--- config.mk ---
export PLATFORM = sky130hd
export DESIGN_NAME = fetch_flat
export DESIGN_NICKNAME = d
export VERILOG_FILES = /design/src/rtl/fetch_if.sv /design/src/rtl/fetch.sv /design/src/flat_wrapper.sv
export SDC_FILE = /design/constraint.sdc
export NUM_CORES = 1
export LEC_CHECK = 0
export BUFFER_PORTS_ARGS = -buffer_cell sky130_fd_sc_hd__buf_4
export CORE_MARGIN = 2
export CORE_UTILIZATION = 45
export DETAILED_ROUTE_END_ITERATION = 8
export HOLD_SLACK_MARGIN = 0.03
export PLACE_DENSITY = 0.72
export SKIP_CTS_REPAIR_TIMING = 1
export SYNTH_ARGS = -nofsm -noshare
export SYNTH_HDL_FRONTEND = slang
export SYNTH_SLANG_ARGS = --single-unit
--- constraint.sdc ---
create_clock -name clk -period 3.95 [get_ports clk]
set_input_delay 0.79 -clock clk [delete_from_list [all_inputs] [get_ports clk]]
set_output_delay 0.79 -clock clk [all_outputs]
set_load 0.05 [all_outputs]
--- src/rtl/fetch_if.sv ---
// Fetch stage bus: imem request/response plus decode handoff.
// master = fetch side, slave = memory/decode side.
interface fetch_if;
  logic        imem_req;
  logic [31:0] imem_addr;
  logic        imem_gnt;
  logic        imem_rvalid;
  logic [31:0] imem_rdata;
  logic [31:0] code;
  logic [31:0] pc;
  logic        code_valid;
  logic        code_ready;

  modport master (
    output imem_req,
    output imem_addr,
    input  imem_gnt,
    input  imem_rvalid,
    input  imem_rdata,
    output code,
    output pc,
    output code_valid,
    input  code_ready
  );

  modport slave (
    input  imem_req,
    input  imem_addr,
    output imem_gnt,
    output imem_rvalid,
    output imem_rdata,
    input  code,
    input  pc,
    input  code_valid,
    output code_ready
  );
endinterface

--- src/rtl/fetch.sv ---
// TinyRisc-V fetch stage: PC owner, credit-limited imem
// requester, in-order response FIFO, redirect flush/drop.
module fetch #(
  parameter logic [31:0] RESET_PC = 32'h0000_0000,
  parameter int          DEPTH    = 4
) (
  input  logic        clk,
  input  logic        rst_n,
  fetch_if.master     bus,
  input  logic        redirect,
  input  logic [31:0] redirect_pc
);

  localparam int AW = $clog2(DEPTH);
  localparam int CW = AW + 1;

  typedef logic [AW-1:0] ptr_t;
  typedef logic [CW-1:0] cnt_t;

  logic        run_q, run_d;
  logic [31:0] fpc_q, fpc_d;
  logic [31:0] rpc_q, rpc_d;
  cnt_t        out_q, out_d;
  cnt_t        drop_q, drop_d;
  cnt_t        cnt_q, cnt_d;
  ptr_t        rd_q, rd_d;
  ptr_t        wr_q, wr_d;
  logic [31:0] code_mem_q [DEPTH];
  logic [31:0] code_mem_d [DEPTH];
  logic [31:0] pc_mem_q [DEPTH];
  logic [31:0] pc_mem_d [DEPTH];

  logic        req_w;
  logic        credit_ok;
  logic [CW:0] used;
  logic        fire;
  logic        pop;
  logic        push;
  logic        dropping;

  // Credits cover buffered plus in-flight words, so the
  // FIFO can never overflow; only registered state used.
  always_comb begin
    used      = {1'b0, cnt_q} + {1'b0, out_q};
    credit_ok = used < (CW+1)'(DEPTH);
    req_w     = run_q & credit_ok;
  end

  assign bus.imem_req   = req_w;
  assign bus.imem_addr  = fpc_q;
  assign bus.code_valid = cnt_q != '0;
  assign bus.code       = code_mem_q[rd_q];
  assign bus.pc         = pc_mem_q[rd_q];

  // Next-state: issue, response, pop; redirect overrides.
  always_comb begin
    run_d      = 1'b1;
    fpc_d      = fpc_q;
    rpc_d      = rpc_q;
    drop_d     = drop_q;
    rd_d       = rd_q;
    wr_d       = wr_q;
    code_mem_d = code_mem_q;
    pc_mem_d   = pc_mem_q;

    fire     = req_w & bus.imem_gnt;
    pop      = (cnt_q != '0) & bus.code_ready;
    dropping = drop_q != '0;
    push     = bus.imem_rvalid & ~dropping & ~redirect;

    out_d = out_q + cnt_t'(fire) - cnt_t'(bus.imem_rvalid);
    cnt_d = cnt_q + cnt_t'(push) - cnt_t'(pop);

    if (fire) begin
      fpc_d = fpc_q + 32'd4;
    end

    if (bus.imem_rvalid && dropping) begin
      drop_d = drop_q - cnt_t'(1);
    end

    if (push) begin
      code_mem_d[wr_q] = bus.imem_rdata;
      pc_mem_d[wr_q]   = rpc_q;
      rpc_d            = rpc_q + 32'd4;
      wr_d             = wr_q + ptr_t'(1);
    end

    if (pop) begin
      rd_d = rd_q + ptr_t'(1);
    end

    // Every in-flight request is stale after a redirect,
    // including one granted in this very cycle.
    if (redirect) begin
      fpc_d  = redirect_pc;
      rpc_d  = redirect_pc;
      drop_d = out_d;
      cnt_d  = '0;
      rd_d   = '0;
      wr_d   = '0;
    end
  end

  // Control and pointer state.
  always_ff @(posedge clk or negedge rst_n) begin
    if (!rst_n) begin
      run_q  <= 1'b0;
      fpc_q  <= RESET_PC;
      rpc_q  <= RESET_PC;
      out_q  <= '0;
      drop_q <= '0;
      cnt_q  <= '0;
      rd_q   <= '0;
      wr_q   <= '0;
    end else begin
      run_q  <= run_d;
      fpc_q  <= fpc_d;
      rpc_q  <= rpc_d;
      out_q  <= out_d;
      drop_q <= drop_d;
      cnt_q  <= cnt_d;
      rd_q   <= rd_d;
      wr_q   <= wr_d;
    end
  end

  // FIFO storage; reset contents give code=0, pc=RESET_PC.
  always_ff @(posedge clk or negedge rst_n) begin
    if (!rst_n) begin
      for (int i = 0; i < DEPTH; i++) begin
        code_mem_q[i] <= '0;
        pc_mem_q[i]   <= RESET_PC;
      end
    end else begin
      for (int i = 0; i < DEPTH; i++) begin
        code_mem_q[i] <= code_mem_d[i];
        pc_mem_q[i]   <= pc_mem_d[i];
      end
    end
  end

  a_no_overflow: assert property (
    @(posedge clk) disable iff (!rst_n)
    !(bus.imem_rvalid && cnt_q == cnt_t'(DEPTH))
  );

endmodule

--- src/flat_wrapper.sv ---
// flat-port wrapper written by rule: the top's interface ports become plain ports
module fetch_flat 
#(
  parameter logic [31:0] RESET_PC = 32'h0000_0000,
  parameter int          DEPTH    = 4
)
  (clk, rst_n, redirect, redirect_pc, bus_imem_req, bus_imem_addr, bus_imem_gnt, bus_imem_rvalid, bus_imem_rdata, bus_code, bus_pc, bus_code_valid, bus_code_ready);
  fetch_if bus_i ();
  input  logic clk;
  input  logic rst_n;
  input  logic redirect;
  input  logic [31:0] redirect_pc;
  output wire logic [$bits(bus_i.imem_req)-1:0] bus_imem_req;
  output wire logic [$bits(bus_i.imem_addr)-1:0] bus_imem_addr;
  input wire logic [$bits(bus_i.imem_gnt)-1:0] bus_imem_gnt;
  input wire logic [$bits(bus_i.imem_rvalid)-1:0] bus_imem_rvalid;
  input wire logic [$bits(bus_i.imem_rdata)-1:0] bus_imem_rdata;
  output wire logic [$bits(bus_i.code)-1:0] bus_code;
  output wire logic [$bits(bus_i.pc)-1:0] bus_pc;
  output wire logic [$bits(bus_i.code_valid)-1:0] bus_code_valid;
  input wire logic [$bits(bus_i.code_ready)-1:0] bus_code_ready;
  assign bus_imem_req = bus_i.imem_req;
  assign bus_imem_addr = bus_i.imem_addr;
  assign bus_i.imem_gnt = bus_imem_gnt;
  assign bus_i.imem_rvalid = bus_imem_rvalid;
  assign bus_i.imem_rdata = bus_imem_rdata;
  assign bus_code = bus_i.code;
  assign bus_pc = bus_i.pc;
  assign bus_code_valid = bus_i.code_valid;
  assign bus_i.code_ready = bus_code_ready;
  fetch #(.RESET_PC(RESET_PC), .DEPTH(DEPTH)) u_core (.clk(clk), .rst_n(rst_n), .bus(bus_i), .redirect(redirect), .redirect_pc(redirect_pc));
endmodule
==> metrics.cfg, run 1 <==
[status]
outcome = complete, no violations

[clocking]
numCtsBuffers = 37
root_buffer = clkbuf_16
worstSkewPairLatency_ps = 520
cts_tree = built
htree_levels = 2
clkTransAtPathRegs_ps = 60
clockBufferDepth = 3
clock-sinks = 334

[synth]
async_reset_ff_frac = 1.00
yosysMostFrequentCell = dfrtp_1
synth-edff-count = 0
synth_nets = 1173
avgSynthCellArea_um2 = 14.1
synth_top_cell_by_area = dfrtp_1
yosys_warnings = 0
synth_top_flop_cell = dfrtp_1
netlist.area_leader.share = 0.547
synth_area_leaders = dfrtp_1 55%, mux2_2 20%, mux4_2 9.4%
synth_common_cells = 334 x dfrtp_1, 267 x mux2_2, 64 x mux4_2
ys_types = 48
syn_area_um2 = 15300
syn_inst = 1087
synth_seq_area_share = 0.547
ys_ff_latch = 334

[sta]
setup_tns_ps = 0
tightest_slew_ps = 960
slew_headroom = 0.360
finalSetupViolations = 0
finalHoldViolCount = 0
period_needed_ps = 3170
max_freq_mhz = 315
period_share = 0.803
fin_skew_ps = 13.7
drv_slew = 0
rsz0062_at_grt = no

[final_layout]
antenna_cells = 0
fin_nets = 1325
layout-drive-gt1-share = 0.463
fin_util = 0.546
synthToLayoutAreaGrowth_pct = 19.4

[global_route]
grt_antenna_before_repair = 0
grt_max_degree = 121
grt_pass1_wl_mm = 54.0
first_global_vias = 9851
grt_overflow = 0
grtUsageTotal = 0.192

[flow_run]
cap_violations = 0

[power_and_ir_drop]
vdd_ir_drop_max_mv = 0.404
p_leak_nw = 8.51
finalPower_mw = 13.1
pwr_density_cell_nw_per_um2 = 715

[worst_setup_path]
path_max_fanout = 45
reg2reg_depth = 6
worstPathRequired_ps = 3160
crit_path_start_kind = flip-flop
path_class = flip-flop to output port
worstSetupEndpointType = output port
cp.arrival_ps = 2380
reg2reg_setup_slack_ps = 1100

[floorplan]
rows = 67
die_area_um2 = 35500
die_w_um = 188
core_area_um2 = 33400
start_util = 0.457
io_pins = 168
fp.dieH_um = 188

[route]
drt_iter0_drc = 456
drc = 0
vias = 9357
antenna_left = 0
firstDrtPassIters = 5
vias_per_cell = 5.47
wire_per_inst_um = 19.5
drt-total-wl_mm = 33.4

[placement]
place_hpwl_mm = 21.7
gp_congestion = 0.815
io_buffers = 167

[worst_hold_path]
hold_path_class = input pin to asynchronous set/reset pin

[layer usage]
layer | global-route usage | vias up | share of wire
li1 | - | 4244 | -
met1 | 0.273 | 4842 | 0.46
met2 | 0.309 | 225 | 0.47
met3 | 0.0307 | 46 | 0.045
met4 | 0.0484 | 0 | 0.020
met5 | 0 | - | 0
[final timing paths]
path,startpoint,to
min in group clk,u_core.pc_mem_q[106],u_core.pc_mem_q[106]
worst max-delay path,u_core.rd_q[1],bus_code[25]
worst min register to register,u_core.pc_mem_q[106],u_core.pc_mem_q[106]
worst max register to register,u_core.cnt_q[2],u_core.bus.imem_addr[12]
max in group asynchronous,rst_n,u_core.pc_mem_q[25]
worst min-delay path,rst_n,u_core.code_mem_q[113]
[final cells by class]
class,instances,area (µm²)
flip-flops and latches,334,8370
fillers,2739,15200
inverters,27,101
multi-input cells,654,6580
well taps,448,561
clock inverters,14,134
repair buffers,185,1500
clock buffers,49,1020
[worst max-delay path, cell delays in order, from the launching register on]
cell and delay, ps:
dfrtp_4 910, buf_4 370, mux4_2 350, buf_4 210
[layout by cell type, fill, tap and decap left out, drive strengths merged, types with 2 or more instances in the layout]
| master | count |
|---|---|
| mux2i | 3 |
| or2 | 3 |
| or3 | 2 |
| o21ai | 26 |
| nor4 | 18 |
| nor3 | 14 |
| o31ai | 3 |
| buf | 185 |
| nand3b | 2 |
| o31a | 4 |
| clkbuf | 49 |
| mux4 | 64 |
| and3 | 3 |
| and4 | 3 |
| dfrtp | 334 |
| xor2 | 26 |
| nand3 | 23 |
| a31oi | 3 |
| a21boi | 13 |
| inv | 30 |
| mux2 | 267 |
| fa | 2 |
| bufinv | 2 |
| nand2 | 53 |
| and2 | 2 |
| a21oi | 13 |
| nor2 | 21 |
| ha | 14 |
| xnor2 | 33 |
| or4 | 4 |
| nand4 | 16 |
| clkinv | 8 |
| nand2b | 10 |
[state kept, by name, summed over array words and instances (netlist names), 2 cells and up]
signal / flops
u_core.code_mem_q: 128
u_core.pc_mem_q: 128
u_core.bus.imem_addr: 32
u_core.rpc_q: 32
u_core.cnt_q: 3
u_core.drop_q: 3
u_core.out_q: 3
u_core.rd_q: 2
u_core.wr_q: 2
[report_power, final]
group	total, mW	internal, mW	switching (mW)
Clock	3.31	1.95	1.36
Sequential	4.66	4.14	0.527
Combinational	5.09	2.06	3.03
Total	13.1	8.14	4.92
[cells by family (layout without fill, tap and decap cells)]
group,after synthesis,in the layout,share of synthesized area
muxes,334,334,0.293
DFF,334,334,0.547
and+or+nand+nor,178,178,0.0607
buffers and inverters,99,275,0.0249
AOI/OAI and AO/OA,66,66,0.0264
xor gates and xnor gates,59,59,0.0338
adders and majority gates,16,16,0.0141
other,1,1,0.000245
[metrics by stage]
step | instance area [µm²] | setup slack, ps | hold slack [ps] | cells
final | 18300 | 778 | 349 | 1711
after global routing | 18300 | 676 | 437 | 1711
after CTS | 18300 | 716 | 409 | 1711
after detailed placement | 17100 | 1120 | 468 | 1648
after global placement | 17100 | 1130 | 456 | 1648
after floorplan | 15300 | 932 | 445 | 1087
Power figures use the tool's default switching activity.
==> run 2: changes to the inputs <==
clock period = 3.3 ns   (was 3.95 ns; I/O delays follow)
==> run 2 against run 1 <==
Effect of this change:
- sequential share of layout area fell by 0.48 points
- critical endpoint is now bus_code[10]
- register-to-register slack got worse by 610 ps
- die area did not move
- largest cell class unchanged
- core utilization rose by 0.58 points
- clock skew rose by 9.9 ps
- global-route usage barely moved
- cell area rose by 1.1%
- critical path depth did not move
- clock-buffer cell count rose by 8
- sequential power rose by 20%
- first-iteration DRC count fell by 2.4%
==> metrics.cfg, run 2 (synthesized netlist as in run 1, its figures left out) <==
[clocking]
numCtsBuffers = 38  ; +2.7%
htree_levels = 2  ; unchanged
clkTransAtPathRegs_ps = 60  ; about the same
worstSkewPairLatency_ps = 530  ; about the same
clock-sinks = 334  ; unchanged
root_buffer = clkbuf_16
clockBufferDepth = 3  ; unchanged
cts_tree = built

[route]
vias_per_cell = 5.51  ; +0.78%
drc = 0  ; unchanged
firstDrtPassIters = 4  ; -1
drt_iter0_drc = 445  ; -2.4%
drt-total-wl_mm = 33.2  ; -0.47%
wire_per_inst_um = 19.2  ; -1.3%
antenna_left = 0  ; unchanged
vias = 9507  ; +1.6%

[worst_setup_path]
path_class = flip-flop to output port
worstSetupEndpointType = output port
cpMaxStageDelayCell = dfrtp_4
cp_slowest_stage_delay_ps = 690  ; -220 ps
crit_path_start_kind = flip-flop
crit_buf_inv = 2  ; unchanged
worstPathRequired_ps = 2640  ; -520 ps
path_max_fanout = 25  ; -44%
cp.arrival_ps = 2310  ; -70 ps
crit_family = flip-flops
worstPathCellList = buf_12 > mux4_2 > buf_4

[sta]
period_needed_ps = 2970
timing.final.ws_setup_ps = 329  ; -449 ps
finalSetupViolations = 0  ; unchanged
fin_skew_ps = 23.7  ; +9.93 ps
setup_tns_ps = 0  ; unchanged
slew_headroom = 0.484  ; +0.124
rsz0062_at_grt = no
finalHoldViolCount = 0  ; unchanged
period_share = 0.900
tightest_slew_ps = 774  ; -186 ps
max_freq_mhz = 337
drv_slew = 0  ; unchanged

[placement]
io_buffers = 167  ; unchanged
placedCellCount = 1658  ; +0.61%
gp_congestion = 0.815  ; unchanged
place_area_um2 = 17200  ; +0.59%
place_ws_ps = 491  ; -630 ps
place_hpwl_mm = 22.1  ; +1.5%

[power_and_ir_drop]
switchingPower_mw = 5.89  ; +20%
swShare = 0.372  ; -0.00443
power.clock.fraction = 0.262  ; +0.009
pwr_density_cell_nw_per_um2 = 858  ; +20%
power_frac_seq = 0.352  ; -0.005
p_leak_nw = 8.60  ; +1.1%
finalPower_mw = 15.8  ; +21%
internal_power_mw = 9.95  ; +22%
pwr-share-comb = 0.386  ; -0.004
vdd_ir_drop_max_mv = 0.538  ; +33%

[final_layout]
fin_nets = 1336  ; +0.83%
fin_area_um2 = 18400  ; +1.1%
most-common-layout-cells = 332 x dfrtp_1, 267 x mux2_2, 184 x buf_4
layout-drive-gt1-share = 0.467  ; +0.00354
final_common_cell = dfrtp_1
fin_cells = 1725  ; +0.82%
synthToLayoutAreaGrowth_pct = 20.7
antenna_cells = 0  ; unchanged
reg_top3 = u_core.code_mem_q (128), u_core.pc_mem_q (128)

[global_route]
grt_max_degree = 97  ; -20%
grt_overflow = 0  ; unchanged
grt_pass1_wl_mm = 54.8  ; +1.3%
first_global_vias = 10100  ; +2.1%
grtUsageTotal = 0.192  ; about the same
grt_antenna_before_repair = 0  ; unchanged

[floorplan]
fp.dieH_um = 188  ; unchanged
start_util = 0.457  ; unchanged
die_w_um = 188  ; unchanged
die_area_um2 = 35500  ; unchanged
io_pins = 168  ; unchanged
rows = 67  ; unchanged
core_area_um2 = 33400  ; unchanged

[status]
outcome = complete, no violations

[flow_run]
cap_violations = 0  ; unchanged

[worst_hold_path]
hold_path_class = input pin to asynchronous set/reset pin

run 2: layout make-up:
class / count / area [µm²]
clock buffer: 57 / 1120
clock inverter: 10 / 126
inverter: 27 / 101
fill: 2691 / 15000
multi-input combinational: 654 / 6580
timing repair buffer: 195 / 1600
sequential: 334 / 8370
tap: 448 / 561
run 2: through the flow:
step / util / hold WS, ps
6_report: 0.552 / 181
5_1_grt: 0.552 / 229
4_1_cts: 0.552 / 213
3_5_place_dp: 0.514 / 470
3_3_place_gp: 0.514 / 457
2_1_floorplan: - / 364
run 2: worst paths after layout:
kind	startpoint	endpoint	slack (ps)	cells after the start
hold / removal	rst_n	u_core.code_mem_q[115]	180	1
hold reg to reg	u_core.pc_mem_q[64]	u_core.pc_mem_q[64]	480	2
min in group clk	redirect_pc[5]	u_core.rpc_q[5]	370	2
setup reg to reg	u_core.cnt_q[2]	u_core.bus.imem_addr[30]	490	6
setup / recovery	u_core.rd_q[0]	bus_code[10]	330	3
max in group asynchronous	rst_n	u_core.pc_mem_q[86]	2210	2
run 2: layer usage:
layer  routed length [µm]  track usage  vias to the layer above
li1                     -            -                     4278
met5                    0            0                        -
met2                15600        0.309                      225
met3                 1610       0.0358                       50
met4                  668       0.0469                        0
met1                15300        0.270                     4954
run 2: power groups by stage:
stage | clock network, mW | logic [mW] | registers (mW)
6_report | 4.15 | 6.11 | 5.58
5_1_grt | 4.42 | 6.46 | 5.71
4_1_cts | 4.24 | 6.19 | 5.58
3_5_place_dp | 0 | 6.18 | 5.65
3_3_place_gp | 0 | 6.11 | 5.60
2_1_floorplan | 0 | 4.43 | 5.50
